--- config.mk ---
export PLATFORM = sky130hd
export DESIGN_NAME = spi_clkgen_ctrl_flat
export DESIGN_NICKNAME = d
export VERILOG_FILES = /design/src/rtl/spi_clkgen_pkg.sv /design/src/rtl/spi_clkgen_ctrl_if.sv /design/src/rtl/spi_rr_arb.sv /design/src/rtl/spi_clkgen_ctrl.sv /design/src/flat_wrapper.sv
export SDC_FILE = /design/constraint.sdc
export NUM_CORES = 1
export LEC_CHECK = 0
export CORE_ASPECT_RATIO = 1.1
export CORE_MARGIN = 2
export CORE_UTILIZATION = 47
export CTS_CLUSTER_DIAMETER = 50
export DETAILED_ROUTE_END_ITERATION = 16
export PLACE_DENSITY = 0.8
export SLEW_MARGIN = 20
export SYNTH_ARGS = -nofsm -noshare
export SYNTH_HDL_FRONTEND = slang
export SYNTH_SLANG_ARGS = --single-unit
--- constraint.sdc ---
create_clock -name spi_clk -period 2.5 [get_ports spi_clk]
set_input_delay 0.25 -clock spi_clk [delete_from_list [all_inputs] [get_ports spi_clk]]
set_output_delay 0.25 -clock spi_clk [all_outputs]
set_load 0.02 [all_outputs]
--- src/rtl/spi_clkgen_pkg.sv ---
// Shared types and constants for the SPI clock-generator sequencer.
package spi_clkgen_pkg;

    localparam int DIV_W = 16;
    localparam int CNT_W = 4;

    typedef enum logic [2:0] {
        ST_IDLE,
        ST_OFF,
        ST_ON,
        ST_READY,
        ST_REL
    } state_t;

    // Width of a requester index; at least one bit even for tiny NREQ.
    function automatic int idx_width(input int n);
        return (n > 1) ? $clog2(n) : 1;
    endfunction

endpackage

--- src/rtl/spi_clkgen_ctrl_if.sv ---
// Requester / clock-generator bundle shared by the sequencer and its users.
interface spi_clkgen_ctrl_if
    import spi_clkgen_pkg::*;
#(
    parameter int NREQ = 2
);
    logic [NREQ-1:0]       req;
    logic [NREQ*DIV_W-1:0] req_div;
    logic [NREQ-1:0]       grant;
    logic                  clk_ready;
    logic                  spi_clk_en;
    logic [DIV_W-1:0]      spi_clk_div;
    logic                  busy;

    modport master (
        output req, req_div,
        input  grant, clk_ready, spi_clk_en, spi_clk_div, busy
    );

    modport slave (
        input  req, req_div,
        output grant, clk_ready, spi_clk_en, spi_clk_div, busy
    );

endinterface

--- src/rtl/spi_rr_arb.sv ---
// Combinational round-robin picker: first requester after 'last', wrapping.
module spi_rr_arb
    import spi_clkgen_pkg::*;
#(
    parameter int NREQ  = 2,
    parameter int IDX_W = idx_width(NREQ)
) (
    input  logic [NREQ-1:0]  req,
    input  logic [IDX_W-1:0] last,
    output logic [NREQ-1:0]  winner,
    output logic             valid
);
    // Candidate k is the requester k+1 places after the previous winner.
    logic [IDX_W-1:0] cand_idx [NREQ];
    logic [NREQ-1:0]  cand_req;

    genvar gi;
    generate
        for (gi = 0; gi < NREQ; gi++) begin : g_cand
            assign cand_idx[gi] = IDX_W'((int'(last) + gi + 1) % NREQ);
            assign cand_req[gi] = req[cand_idx[gi]];
        end
    endgenerate

    // Scan from the farthest candidate down so the nearest one wins.
    always_comb begin
        winner = '0;
        valid  = 1'b0;
        for (int k = NREQ - 1; k >= 0; k--) begin
            if (cand_req[k]) begin
                winner              = '0;
                winner[cand_idx[k]] = 1'b1;
                valid               = 1'b1;
            end
        end
    end

endmodule

--- src/rtl/spi_clkgen_ctrl.sv ---
// Sequencer that shares one SPI clock generator between NREQ requesters,
// reprogramming the divider only while the generator enable is held low.
module spi_clkgen_ctrl
    import spi_clkgen_pkg::*;
#(
    parameter int NREQ       = 2,
    parameter int OFF_CYCLES = 4,
    parameter int ON_CYCLES  = 4
) (
    input  logic             spi_clk,
    input  logic             spi_clk_rst_n,
    spi_clkgen_ctrl_if.slave bus
);
    localparam int               IDX_W    = idx_width(NREQ);
    localparam logic [CNT_W-1:0] OFF_LOAD = CNT_W'(OFF_CYCLES - 1);
    localparam logic [CNT_W-1:0] ON_LOAD  = CNT_W'(ON_CYCLES - 1);

    state_t           state_reg, state_next;
    logic [CNT_W-1:0] cnt_reg, cnt_next;
    logic [NREQ-1:0]  grant_reg, grant_next;
    logic             clk_ready_reg, clk_ready_next;
    logic             en_reg, en_next;
    logic [DIV_W-1:0] div_reg, div_next;
    logic [IDX_W-1:0] last_reg, last_next;
    logic             busy_reg;

    logic [NREQ-1:0]  arb_winner;
    logic             arb_valid;
    logic [IDX_W-1:0] arb_idx;
    logic [DIV_W-1:0] div_arr [NREQ];
    logic             owner_dropped;
    logic             fast_ok;

    genvar gi;
    generate
        for (gi = 0; gi < NREQ; gi++) begin : g_div
            assign div_arr[gi] = bus.req_div[gi*DIV_W +: DIV_W];
        end
    endgenerate

    spi_rr_arb #(
        .NREQ  (NREQ),
        .IDX_W (IDX_W)
    ) u_arb (
        .req    (bus.req),
        .last   (last_reg),
        .winner (arb_winner),
        .valid  (arb_valid)
    );

    // One-hot winner to index, for the pointer and the divider mux.
    always_comb begin
        arb_idx = '0;
        for (int k = 0; k < NREQ; k++) begin
            if (arb_winner[k]) arb_idx = IDX_W'(k);
        end
    end

    // The owner has let go once its request bit is low.
    assign owner_dropped = ~|(bus.req & grant_reg);
    // Handover without gating is only safe when the divider is unchanged.
    assign fast_ok       = arb_valid && (div_arr[arb_idx] == div_reg);

    // Next-state and next-output decode; every register holds by default.
    always_comb begin
        state_next     = state_reg;
        cnt_next       = cnt_reg;
        grant_next     = grant_reg;
        clk_ready_next = clk_ready_reg;
        en_next        = en_reg;
        div_next       = div_reg;
        last_next      = last_reg;
        case (state_reg)
            ST_IDLE: begin
                grant_next     = '0;
                en_next        = 1'b0;
                clk_ready_next = 1'b0;
                if (arb_valid) begin
                    state_next = ST_OFF;
                    grant_next = arb_winner;
                    div_next   = div_arr[arb_idx];
                    last_next  = arb_idx;
                    cnt_next   = OFF_LOAD;
                end
            end
            ST_OFF: begin
                en_next = 1'b0;
                if (owner_dropped) begin
                    state_next = ST_REL;
                    grant_next = '0;
                    cnt_next   = OFF_LOAD;
                end else if (cnt_reg == '0) begin
                    state_next = ST_ON;
                    en_next    = 1'b1;
                    cnt_next   = ON_LOAD;
                end else begin
                    cnt_next = cnt_reg - CNT_W'(1);
                end
            end
            ST_ON: begin
                if (owner_dropped) begin
                    state_next = ST_REL;
                    grant_next = '0;
                    en_next    = 1'b0;
                    cnt_next   = OFF_LOAD;
                end else if (cnt_reg == '0) begin
                    state_next     = ST_READY;
                    clk_ready_next = 1'b1;
                end else begin
                    cnt_next = cnt_reg - CNT_W'(1);
                end
            end
            ST_READY: begin
                if (owner_dropped) begin
                    if (fast_ok) begin
                        grant_next = arb_winner;
                        last_next  = arb_idx;
                    end else begin
                        state_next     = ST_REL;
                        grant_next     = '0;
                        clk_ready_next = 1'b0;
                        en_next        = 1'b0;
                        cnt_next       = OFF_LOAD;
                    end
                end
            end
            ST_REL: begin
                grant_next     = '0;
                clk_ready_next = 1'b0;
                en_next        = 1'b0;
                if (cnt_reg == '0) begin
                    state_next = ST_IDLE;
                end else begin
                    cnt_next = cnt_reg - CNT_W'(1);
                end
            end
            default: begin
                state_next     = ST_IDLE;
                grant_next     = '0;
                clk_ready_next = 1'b0;
                en_next        = 1'b0;
                cnt_next       = '0;
            end
        endcase
    end

    // State, counter and all outputs are registered; reset clears everything.
    always_ff @(posedge spi_clk or negedge spi_clk_rst_n) begin
        if (!spi_clk_rst_n) begin
            state_reg     <= ST_IDLE;
            cnt_reg       <= '0;
            grant_reg     <= '0;
            clk_ready_reg <= 1'b0;
            en_reg        <= 1'b0;
            div_reg       <= '0;
            last_reg      <= IDX_W'(NREQ - 1);
            busy_reg      <= 1'b0;
        end else begin
            state_reg     <= state_next;
            cnt_reg       <= cnt_next;
            grant_reg     <= grant_next;
            clk_ready_reg <= clk_ready_next;
            en_reg        <= en_next;
            div_reg       <= div_next;
            last_reg      <= last_next;
            busy_reg      <= (state_next != ST_IDLE);
        end
    end

    assign bus.grant       = grant_reg;
    assign bus.clk_ready   = clk_ready_reg;
    assign bus.spi_clk_en  = en_reg;
    assign bus.spi_clk_div = div_reg;
    assign bus.busy        = busy_reg;

endmodule

--- src/flat_wrapper.sv ---
// flat-port wrapper written by rule: the top's interface ports become plain ports
module spi_clkgen_ctrl_flat import spi_clkgen_pkg::*;
#(
    parameter int NREQ       = 2,
    parameter int OFF_CYCLES = 4,
    parameter int ON_CYCLES  = 4
)
  (spi_clk, spi_clk_rst_n, bus_req, bus_req_div, bus_grant, bus_clk_ready, bus_spi_clk_en, bus_spi_clk_div, bus_busy);
  spi_clkgen_ctrl_if #(.NREQ(NREQ)) bus_i ();
  input  logic spi_clk;
  input  logic spi_clk_rst_n;
  input wire logic [$bits(bus_i.req)-1:0] bus_req;
  input wire logic [$bits(bus_i.req_div)-1:0] bus_req_div;
  output wire logic [$bits(bus_i.grant)-1:0] bus_grant;
  output wire logic [$bits(bus_i.clk_ready)-1:0] bus_clk_ready;
  output wire logic [$bits(bus_i.spi_clk_en)-1:0] bus_spi_clk_en;
  output wire logic [$bits(bus_i.spi_clk_div)-1:0] bus_spi_clk_div;
  output wire logic [$bits(bus_i.busy)-1:0] bus_busy;
  assign bus_i.req = bus_req;
  assign bus_i.req_div = bus_req_div;
  assign bus_grant = bus_i.grant;
  assign bus_clk_ready = bus_i.clk_ready;
  assign bus_spi_clk_en = bus_i.spi_clk_en;
  assign bus_spi_clk_div = bus_i.spi_clk_div;
  assign bus_busy = bus_i.busy;
  spi_clkgen_ctrl #(.NREQ(NREQ), .OFF_CYCLES(OFF_CYCLES), .ON_CYCLES(ON_CYCLES)) u_core (.spi_clk(spi_clk), .spi_clk_rst_n(spi_clk_rst_n), .bus(bus_i));
endmodule
==> results of run 1 <==
==> area by class of cell <==
class | count | area share
Multi-Input combinational cell | 164 | 0.387
Sequential cell | 29 | 0.260
Clock buffer | 7 | 0.0309
Timing Repair Buffer | 77 | 0.266
Tap cell | 52 | 0.0233
Inverter | 16 | 0.0215
Clock inverter | 1 | 0.0108
==> through the flow <==
step	power, µW	TNS, ns	utilization	area (µm²)	setup slack [ns]
2_1_floorplan	1850	0	-	1940	0.335
3_3_place_gp	2450	-0.0700	0.675	2680	-0.0311
3_5_place_dp	2490	-0.664	0.675	2680	-0.121
4_1_cts	3020	0	0.704	2790	0.125
5_1_grt	3220	0	0.704	2790	0.00176
6_report	3010	0	0.704	2790	0.106
==> kinds of logic (layout without fill, tap and decap cells) <==
kind of cell	count (synthesis)	after routing
xor gates and xnor gates	10	10
AOI/OAI and AO/OA	60	60
adders and majority gates	2	2
and+or+nand+nor	73	73
buffers and inverters	29	101
DFF	29	29
muxes	19	19
==> where the power goes <==
group / total, µW / switching, µW / leakage [µW] / internal [µW]
Combinational: 1570 / 784 / 0.000770 / 783
Sequential: 929 / 258 / 0.000339 / 672
Clock: 509 / 184 / 0.0000585 / 325
==> critical path, stage by stage <==
cell and delay (ns):
clkdlybuf4s50_1 0.48, a21boi_2 0.22, buf_12 0.18, mux2i_1 0.25
o2bb2ai_1 0.13, a2111oi_2 0.39, and4_1 0.28, buf_4 0.15
nand2_1 0.06, a21oi_1 0.20
==> layout by cell type, fill, tap and decap left out, types with 2 or more instances in the layout <==
master | Yosys | final
o21ai_0 | 10 | 10
a2bb2oi_1 | 2 | 2
a2111oi_2 | 2 | 2
a31o_2 | 2 | 2
buf_4 | 2 | 19
ha_1 | 2 | 2
nor2_1 | 28 | 28
nor2b_1 | 6 | 6
and4_1 | 2 | 2
nor3b_1 | 2 | 2
nand2b_1 | 7 | 7
clkdlybuf4s50_1 | 0 | 56
a21oi_1 | 24 | 24
nor4_1 | 2 | 2
clkbuf_8 | 0 | 6
xnor2_1 | 9 | 9
nor3_1 | 10 | 9
buf_12 | 1 | 2
mux2i_1 | 19 | 19
o22ai_1 | 2 | 2
dfrtp_1 | 28 | 28
o2bb2ai_1 | 2 | 2
o21bai_1 | 2 | 2
nand2_1 | 6 | 6
inv_1 | 15 | 15
==> synth_stat cells (2+ instances only) <==
cell / count / area [µm²]
nor3b_1: 2 / 15.0
a2bb2oi_1: 2 / 17.5
o21ai_0: 10 / 50.1
a2111oi_2: 2 / 30.0
nor4_1: 2 / 12.5
nand2b_1: 7 / 43.8
o21bai_1: 2 / 15.0
mux2i_1: 19 / 190
dfrtp_1: 28 / 701
inv_1: 15 / 56.3
xnor2_1: 9 / 78.8
nor2_1: 28 / 105
and4_1: 2 / 17.5
nor3_1: 10 / 50.1
o22ai_1: 2 / 12.5
a31o_2: 2 / 17.5
clkbuf_1: 9 / 33.8
a21oi_1: 24 / 120
ha_1: 2 / 25.0
buf_4: 2 / 15.0
nand2_1: 6 / 22.5
o2bb2ai_1: 2 / 17.5
nor2b_1: 6 / 37.5
==> layer usage <==
layer  wire length [µm]  global-route usage  up-vias  share of wire
li1                   -                   -      929              -
met1               2200               0.304      868           0.44
met2               2460               0.406       69           0.49
met3                291              0.0471        7          0.058
met4                 66              0.0625        0          0.013
met5                  0                   0        -              0
==> how the worst max path moves through the flow <==
stage | start | to | slack, ns | depth (start not counted)
floorplan | u_core.cnt_reg[0] | u_core.cnt_reg[0] | 0.33 | 8
global placement | bus_req[1] | u_core.last_reg | -0.03 | 10
detailed placement | bus_req[1] | u_core.cnt_reg[0] | -0.12 | 10
CTS | bus_req[1] | u_core.last_reg | 0.13 | 10
global route | bus_req[1] | u_core.last_reg | 0.002 | 10
finish | bus_req[1] | u_core.last_reg | 0.11 | 10
==> summary.md, run 1 <==
| Metric | Value |
|---|---|
| Synth Flop Type | dfrtp_1 |
| Rel. slew slack | 0.623 |
| Fin nets | 331 |
| Pin count of the biggest net entering global routing | 30 |
| Post-layout min period | 2.39 ns |
| Die Span X | 65.3 µm |
| Worst-margin pin slew | 0.563 ns |
| Total gr overflow | 0 |
| CP required | roughly 2.7 ns |
| Adder-Cell Fraction of Synth Area | 0.0129 |
| Worst-path clk slew | 0.07 ns |
| Die span in y | about 71 µm |
| Vias in the first global route | 1920 |
| Worst-skew pair later-pin latency | 0.28 ns |
| Num CTS Buffers | 5 |
| CTS HTree Levels | 2 |
| Post-Place Cells | between 300 and 400 |
| Max FFs per register | 16 |
| Max-cap violations | 0 |
| Syn_nets | 260 |
| Clock sink count | 29 |
| Startpoint class of the critical path | input pin |
| Fillers | 333 |
| Core box area | about 0.0040 mm² |
| Hold_ws | 0.346 ns |
| First-pass GRT wire length | slightly below 9000 µm |
| CTS resizes | 0 |
| Seq/Total Area, Yosys | 0.374 |
| Share of cells above drive strength 1 | 0.126 |
| Final Cycle Share | 0.957 |
| WS Path Type | in -> reg |
| Post-synthesis compound-gate area fraction | 0.207 |
| Crit end category | flop |
| Die ar. | 0.00466 mm² |
| Largest family of logic cells by synthesized area | compound AO/OA/AOI/OAI gates |
| Leak Pwr | 0.00117 µW |
| RePlAce Congestion | 0.867 |
| Area taken by flip-flops and latches | 727 µm² |
| WP data arrival | 2.59 ns |
| Multiplexer share of the synthesized area | 0.0979 |
| PwrDens | 1080 mW/mm² |
| Max-slew violation count | 0 |
| R2R Setup Slk | ~0.15 ns |
| Routed len/inst | 14.5 µm |
| Global Route Usage Sum | 0.236 |
| Asr flop ratio synth | 1.00 |
| Seq cells post-synth | 29 |
| Reg-to-reg startpoint | u_core.last_reg |
| # rows | 24 |
| Io pins | 57 |
| Mapped cell area | 0.00194 mm² |
| Post-Layout Cell Count | roughly 350 |
| Initial DRC count | roughly 170 |
| IO Port Bufs | 56 |
| Drt drc | 0 |
| RSZ-0062 raised after global routing | no |
| Min-delay worst type | in -> async |
| Multi-input gate area | 0.00108 mm² |
| Maximum clock rate | 0.418 GHz |
| Register-to-Register Path Depth | 10 |
| Cell count after synthesis | 222 |
| Area growth syn-to-layout | 43.8% |
| TritonRoute pass-1 iters | 4 |
| Max clock buf depth | 2 |
| Initial antenna violation count | 0 |
| Unique masters post-synth | 52 |
| Post-synthesis simple-gate area fraction | 0.191 |
| HPWL after DPL | 3790 µm |
| Max FO, Critical Path | 15 |
| CTS tree | done |
| Final setup viols | 0 |
| Initial Utilization | 0.490 |
| Clock Tree Root | clkbuf_8 |
| Antenna Nets Post-Route | 0 |
| Final Skew | slightly below 0.005 ns |
| Post-CTS Setup Bufs | 0 |
| Vias | between 1500 and 2000 |
| Status | completed |
| Yosys warning count | 0 |
| EDFF count, synth | 0 |
| Hold buffers post-CTS | 0 |
| Syn Area/Cell | 8.75 µm² |
| Final hold vios | 0 |
| Vias/cell | 5.41 |
| RR Endpoint | u_core.last_reg |
| Post-Synth XOR/XNOR Area | 0.0451 |
| Antenna cells | 0 |
| Peak supply drop | 0.565 mV |
| Drt total wl | about 5000 µm |
Power figures use the tool's default switching activity.
==> run 2, diff against run 1 <==
CORE_MARGIN = not set   (was 2)
PLACE_DENSITY = 0.81   (was 0.8)
SYNTH_HIERARCHICAL = 1   (was not set)
==> summary.md, run 2 <==
| Metric | Value |
|---|---|
| Status | completed (unchanged) |
| Leak Pwr | 0.00119 µW (was 0.00117 µW) |
| Syn Area/Cell | 9.11 µm² (was 8.75 µm²) |
| Max-slew violation count | 0 (unchanged) |
| Seq cells post-synth | 29 (unchanged) |
| CTS tree | done (unchanged) |
| Vias in the first global route | 1767 (was 1920) |
| Maximum clock rate | 0.400 GHz (was 0.418 GHz) |
| Top cells by area, synth | dfrtp_1 38%, mux2i_1 9.8%, xnor2_1 7.2%, o21ai_0 6.6%, nand2_1 5.1% (was dfrtp_1 36%, mux2i_1 9.8%, a21oi_1 6.2%, nor2_1 5.4%, xnor2_1 4.1%) |
| Worst-skew pair later-pin latency | 0.29 ns (was 0.28 ns) |
| Reg-to-reg startpoint | u_core/last_reg (was u_core.last_reg) |
| WS Path Type | reg -> reg (was in -> reg) |
| # rows | 23 (was 24) |
| RePlAce Congestion | 0.849 (was 0.867) |
| Max FO, Critical Path | 5 (was 15) |
| Met1 usage | 0.304 (about the same) |
| Worst-margin pin slew | 0.490 ns (was 0.563 ns) |
| Hold buffers post-CTS | 0 (unchanged) |
| Post-route setup slack | 0.000575 ns (was 0.106 ns) |
| Clock sink count | 29 (unchanged) |
| Die ar. | 0.00415 mm² (was 0.00466 mm²) |
| Peak supply drop | 0.628 mV (was 0.565 mV) |
| Most instantiated cells after synthesis | 28 x dfrtp_1, 25 x nand2_1, 24 x o21ai_0 (was 28 x dfrtp_1, 28 x nor2_1, 24 x a21oi_1) |
| Most common cell after layout, fill and taps aside | clkdlybuf4s50_1 (unchanged) |
| Routing usage on met2 | 0.444 (was 0.406) |
| Max-cap violations | 0 (unchanged) |
| Clock share of power | 0.151 (was 0.169) |
| Seq/Total Area, Yosys | 0.397 (was 0.374) |
| Global Route Usage Sum | 0.256 (was 0.236) |
| Initial DRC count | 151 (was 171) |
| Layout Utilization | 0.769 (was 0.704) |
| Worst-path clk slew | 0.07 ns (about the same) |
| PwrDens | 1020 mW/mm² (was 1080 mW/mm²) |
| Num CTS Buffers | 5 (unchanged) |
| Cell-internal power | 1650 µW (was 1780 µW) |
| Setup_tns | 0 ns (unchanged) |
| GR peak layer | met2 (unchanged) |
| Clock Tree Root | clkbuf_8 (unchanged) |
| Register-to-Register Path Depth | 9 (was 10) |
| Post-layout min period | 2.50 ns (was 2.39 ns) |
| Cell count after synthesis | 201 (was 222) |
| Area share of the largest cell type after synthesis | 0.383 (was 0.361) |
| Vias | 1872 (was 1873) |
| Max FFs per register | 16 (unchanged) |
| M3 GR Usage | 0.0690 (was 0.0471) |
| HPWL after DPL | 3180 µm (was 3790 µm) |
| Io pins | 57 (unchanged) |
| Crit path from | u_core/last_reg (was bus_req[1]) |
| Pre-CTS setup slack | -0.522 ns (was -0.121 ns) |
| Routed len/inst | 16.4 µm (was 14.5 µm) |
| Core box area | 0.00368 mm² (was 0.00396 mm²) |
| Drt drc | 0 (unchanged) |
| First-pass GRT wire length | 7770 µm (was 8700 µm) |
| RSZ-0062 raised after global routing | yes (was no) |
| Total gr overflow | 0 (unchanged) |
| TritonRoute pass-1 iters | 5 (was 4) |
| Largest area contributor in the netlist | dfrtp_1 (unchanged) |
| Initial Utilization | 0.497 (was 0.490) |
| Startpoint class of the critical path | flop (was input pin) |
| Initial antenna violation count | 0 (unchanged) |
| CTS HTree Levels | 2 (unchanged) |
| Crit end category | flop (unchanged) |
| Logic pwr share | 0.539 (was 0.521) |
| Die Span X | 61.5 µm (was 65.3 µm) |
| Rel. slew slack | 0.674 (was 0.623) |
| Vias/cell | 5.74 (was 5.41) |
| Cell with the most instances after synthesis | dfrtp_1 |
| WP data arrival | 2.65 ns (was 2.59 ns) |
| Final Skew | 0.00543 ns (was 0.00490 ns) |
| IO Port Bufs | 56 (unchanged) |
| Final setup viols | 0 (unchanged) |
| Seq pwr share | 0.311 (was 0.309) |
| Final hold vios | 0 (unchanged) |
| Commonest cells after routing, fill and taps aside | 54 x clkdlybuf4s50_1, 28 x dfrtp_1, 25 x nand2_1 (was 56 x clkdlybuf4s50_1, 28 x nor2_1, 28 x dfrtp_1) |
| R2R Setup Slk | 0.0006 ns (was 0.15 ns) |
| Synth Flop Type | dfrtp_1 (unchanged) |
| Hold_ws | 0.344 ns (was 0.346 ns) |
| Switching Fraction | 0.430 (was 0.408) |
| Mapped cell area | 0.00183 mm² (was 0.00194 mm²) |
| Drt total wl | 5360 µm (was 5020 µm) |
| Final Cycle Share | 1.00 (was 0.957) |
| Area growth syn-to-layout | 54.8% (was 43.8%) |
| Pin count of the biggest net entering global routing | 33 (was 30) |
| Syn_nets | 239 (was 260) |
| Fin nets | 313 (was 331) |
| Die span in y | 67.5 µm (was 71.4 µm) |
| CP required | 2.65 ns (was 2.70 ns) |
| Min-delay worst type | in -> async (unchanged) |
| Unique masters post-synth | 42 (was 52) |
| RR Endpoint | u_core/bus.busy (was u_core.last_reg) |
| Max clock buf depth | 2 (unchanged) |
| P_sw | 1250 µW (was 1230 µW) |
| Overall power | 2900 µW (was 3010 µW) |
| EDFF count, synth | 0 (unchanged) |
| Yosys warning count | 6 (was 0) |
| Asr flop ratio synth | 1.00 (unchanged) |
| Fillers | 247 (was 333) |
| Antenna cells | 0 (unchanged) |
| Share of cells above drive strength 1 | 0.214 (was 0.126) |
| Antenna Nets Post-Route | 0 (unchanged) |
[run 2: cell count changes after synthesis, sizes merged, moves of 4 or more]
cell    delta
a21oi     -19
nand2     +19
nor2      -19
o21ai     +14
inv        -6
nor2b      -6
xnor2      +6
a31oi      +5
nand2b     -5
nor3       -4
nor4       +4
[run 2: how the worst max path moves through the flow]
stage	cells past startpoint	end	slack, ns
after floorplan	9	u_core/bus.spi_clk_en	0.14
after global routing	9	u_core/bus.busy	-0.07
after CTS	8	u_core/bus.busy	0.009
after global placement	9	u_core/bus.spi_clk_en	-0.46
final	9	u_core/bus.busy	0.0006
after detailed placement	9	u_core/bus.spi_clk_en	-0.52
[run 2: through the flow]
stage | instance area (µm²) | std cells
4_1_cts | 2680 | 321
3_5_place_dp | 2500 | 310
2_1_floorplan | 1830 | 201
3_3_place_gp | 2500 | 310
5_1_grt | 2830 | 326
6_report | 2830 | 326
[run 2: power by group through the flow]
stage | Combinational [µW] | Sequential, µW | Clock, µW
after floorplan | 716 | 999 | 0
after global placement | 1360 | 881 | 0
after detailed placement | 1390 | 881 | 0
after CTS | 1450 | 883 | 443
after global routing | 1680 | 927 | 466
final | 1560 | 902 | 437
[run 2: cell families after synthesis]
| kind of cell | count (synthesis) | synth area share |
|---|---|---|
| AO/OA/AOI/OAI | 49 | 0.167 |
| XOR/XNOR | 15 | 0.0718 |
| adder cells (fa/ha/maj) | 2 | 0.0137 |
| buffers and inverters | 20 | 0.0581 |
| flip-flops | 29 | 0.397 |
| multiplexers | 19 | 0.105 |
| AND/OR/NAND/NOR | 67 | 0.188 |
[run 2: critical path, cell delays in order, from the launching register on]
cell      delay [ns]
dfstp_2         0.57
a21boi_4        0.10
buf_4           0.14
buf_4           0.13
mux2i_4         0.19
xnor2_2         0.17
nor4_4          0.28
nand4_2         0.21
a211o_2         0.39
nand4b_1        0.18
[run 2: layer usage]
metal,vias to the layer above,wire [µm]
met2,102,2750
met4,0,144
met1,883,2090
met5,-,0
li1,867,-
met3,20,376
[run 2: final cells by class]
cell class / instances / area [µm²] / share of cell area
Multi-Input combinational cell: 152 / 1140 / 0.402
Tap cell: 50 / 62.6 / 0.0221
Clock inverter: 1 / 5.00 / 0.00177
Inverter: 9 / 33.8 / 0.0119
Sequential cell: 29 / 727 / 0.257
Timing Repair Buffer: 78 / 768 / 0.271
Clock buffer: 7 / 96.3 / 0.0340
[run 2: repair_timing]
item	in CTS	in global routing
endpoints found under the hold margin	0	0
gates cloned	0	1
setup endpoints to repair	11	9
resized for setup	11	19
setup buffers	3	4
pin swaps	2	5
==> run 3, diff against run 2 <==
CORE_MARGIN = 2   (was not set)
==> summary.md, run 3 (synthesis gave the netlist of run 2 again) <==
| Metric | Value |
|---|---|
| Status | completed (unchanged) |
| Initial antenna violation count | 0 (unchanged) |
| Drt drc | 0 (unchanged) |
| Multi-input gate area | 0.00115 mm² (was 0.00114 mm²) |
| Commonest cells after routing, fill and taps aside | 54 x clkdlybuf4s50_1, 28 x dfrtp_1, 25 x nand2_1 (unchanged) |
| Num CTS Buffers | 5 (unchanged) |
| Worst-skew pair later-pin latency | 0.28 ns (was 0.29 ns) |
| CP required | 2.63 ns (was 2.65 ns) |
| Core box area | 0.00368 mm² (unchanged) |
| Clock share of power | 0.140 (was 0.151) |
| RePlAce Congestion | 0.894 (was 0.849) |
| Switching Fraction | 0.427 (was 0.430) |
| Routed len/inst | 15.9 µm (was 16.4 µm) |
| Post-route setup slack | 0.0000593 ns (was 0.000575 ns) |
| Most common cell after layout, fill and taps aside | clkdlybuf4s50_1 (unchanged) |
| Register-to-Register Path Depth | 9 (unchanged) |
| Setup_tns | 0 ns (unchanged) |
| Clock Tree Root | clkbuf_8 (unchanged) |
| Logic pwr share | 0.545 (was 0.539) |
| Area growth syn-to-layout | 53.6% (was 54.8%) |
| Initial Utilization | 0.497 (unchanged) |
| Seq pwr share | 0.315 (was 0.311) |
| Total gr overflow | 0 (unchanged) |
| Max clock buf depth | 2 (unchanged) |
| Final hold vios | 0 (unchanged) |
| Io pins | 57 (unchanged) |
| Rel. slew slack | 0.659 (was 0.674) |
| Post-layout min period | 2.50 ns (about the same) |
| Vias/cell | 5.52 (was 5.74) |
| Die Span X | 63.5 µm (was 61.5 µm) |
| Die ar. | 0.00441 mm² (was 0.00415 mm²) |
| HPWL after DPL | 3370 µm (was 3180 µm) |
| Final Skew | 0.00674 ns (was 0.00543 ns) |
| Worst-margin pin slew | 0.511 ns (was 0.490 ns) |
| TritonRoute pass-1 iters | 4 (was 5) |
| # rows | 23 (unchanged) |
| WP data arrival | 2.63 ns (was 2.65 ns) |
| Pre-CTS setup slack | -0.505 ns (was -0.522 ns) |
| Max FFs per register | 16 (unchanged) |
| Max-slew violation count | 0 (unchanged) |
| Antenna Nets Post-Route | 0 (unchanged) |
| Vias in the first global route | 1803 (was 1767) |
| Hold buffers post-CTS | 0 (unchanged) |
| Initial DRC count | 165 (was 151) |
| Global Route Usage Sum | 0.254 (was 0.256) |
| Final Cycle Share | 1.00 (about the same) |
| Crit end category | flop (unchanged) |
| Die span in y | 69.5 µm (was 67.5 µm) |
| Overall power | 2860 µW (was 2900 µW) |
| Area taken by flip-flops and latches | 727 µm² (unchanged) |
| IO Port Bufs | 56 (unchanged) |
| CTS HTree Levels | 2 (unchanged) |
| Fillers | 250 (was 247) |
| Peak supply drop | 0.735 mV (was 0.628 mV) |
| Share of cells above drive strength 1 | 0.201 (was 0.214) |
| Antenna cells | 0 (unchanged) |
| Fin nets | 311 (was 313) |
| Max-cap violations | 0 (unchanged) |
| Pin count of the biggest net entering global routing | 30 (was 33) |
| RSZ-0062 raised after global routing | yes (unchanged) |
| Drt total wl | 5140 µm (was 5360 µm) |
| Layout Utilization | 0.763 (was 0.769) |
| Leak Pwr | 0.00117 µW (was 0.00119 µW) |
| Max FO, Critical Path | 7 (was 5) |
| Min-delay worst type | in -> async (unchanged) |
| CTS tree | done (unchanged) |
| Maximum clock rate | 0.400 GHz (about the same) |
| PwrDens | 1020 mW/mm² (about the same) |
| First-pass GRT wire length | 8780 µm (was 7770 µm) |
| Cell-internal power | 1640 µW (was 1650 µW) |
| Final setup viols | 0 (unchanged) |
| WS Path Type | reg -> reg (unchanged) |
| Worst-path clk slew | 0.06 ns (was 0.07 ns) |
| Vias | 1788 (was 1872) |
| Startpoint class of the critical path | flop (unchanged) |
| Clock sink count | 29 (unchanged) |
| P_sw | 1220 µW (was 1250 µW) |
==> run 3: worst paths after layout <==
path	from	end	slack, ns
worst max register to register	u_core/last_reg	u_core/bus.busy	0.00006
worst min register to register	u_core/bus.spi_clk_div[0]	u_core/bus.spi_clk_div[0]	0.54
min in group spi_clk	u_core/bus.spi_clk_div[0]	u_core/bus.spi_clk_div[0]	0.54
worst max-delay path	u_core/last_reg	u_core/bus.busy	0.00006
max in group asynchronous	spi_clk_rst_n	u_core/last_reg	1.83
worst min-delay path	spi_clk_rst_n	u_core/state_reg[1]	0.35
==> run 3: per-stage QoR <==
| stage | std cells | hold slack (ns) | instance area (µm²) |
|---|---|---|---|
| floorplan | 201 | -0.0456 | 1830 |
| global placement | 313 | 0.503 | 2540 |
| detailed placement | 313 | 0.517 | 2540 |
| CTS | 324 | 0.369 | 2780 |
| global route | 324 | 0.397 | 2810 |
| finish | 324 | 0.348 | 2810 |
==> run 3: worst max-delay path: stages (launching register included) <==
cell      delay [ns]
dfstp_2         0.56
a21boi_4        0.08
buf_12          0.16
buf_12          0.13
mux2i_4         0.18
xnor2_2         0.14
nor4_2          0.33
nand4_2         0.20
a211o_2         0.35
nand4b_1        0.21
==> run 3: power groups by stage <==
stage	Combinational, µW	Sequential [µW]	Clock, µW
floorplan	716	999	0
global placement	1390	877	0
detailed placement	1420	887	0
CTS	1520	884	407
global route	1700	933	430
finish	1560	903	400
==> run 3: per-layer routing <==
layer,global-route usage,vias to the layer above,part of all wire
met4,0.0652,0,0.0093
met1,0.305,850,0.40
li1,-,866,-
met2,0.446,66,0.54
met5,0,-,0
met3,0.0666,6,0.059
==> run 3: cell type report <==
type                            instances  area share
Clock buffer                            8      0.0320
Inverter                                9      0.0120
Multi-Input combinational cell        152       0.409
Sequential cell                        29       0.259
Tap cell                               50      0.0223
Timing Repair Buffer                   76       0.266
==> run 3: repair_timing <==
action,CTS,global route
cloned,1,0
setup buffers,2,1
pin swaps,5,7
gates resized for setup,24,11
endpoints found under the setup margin,11,12
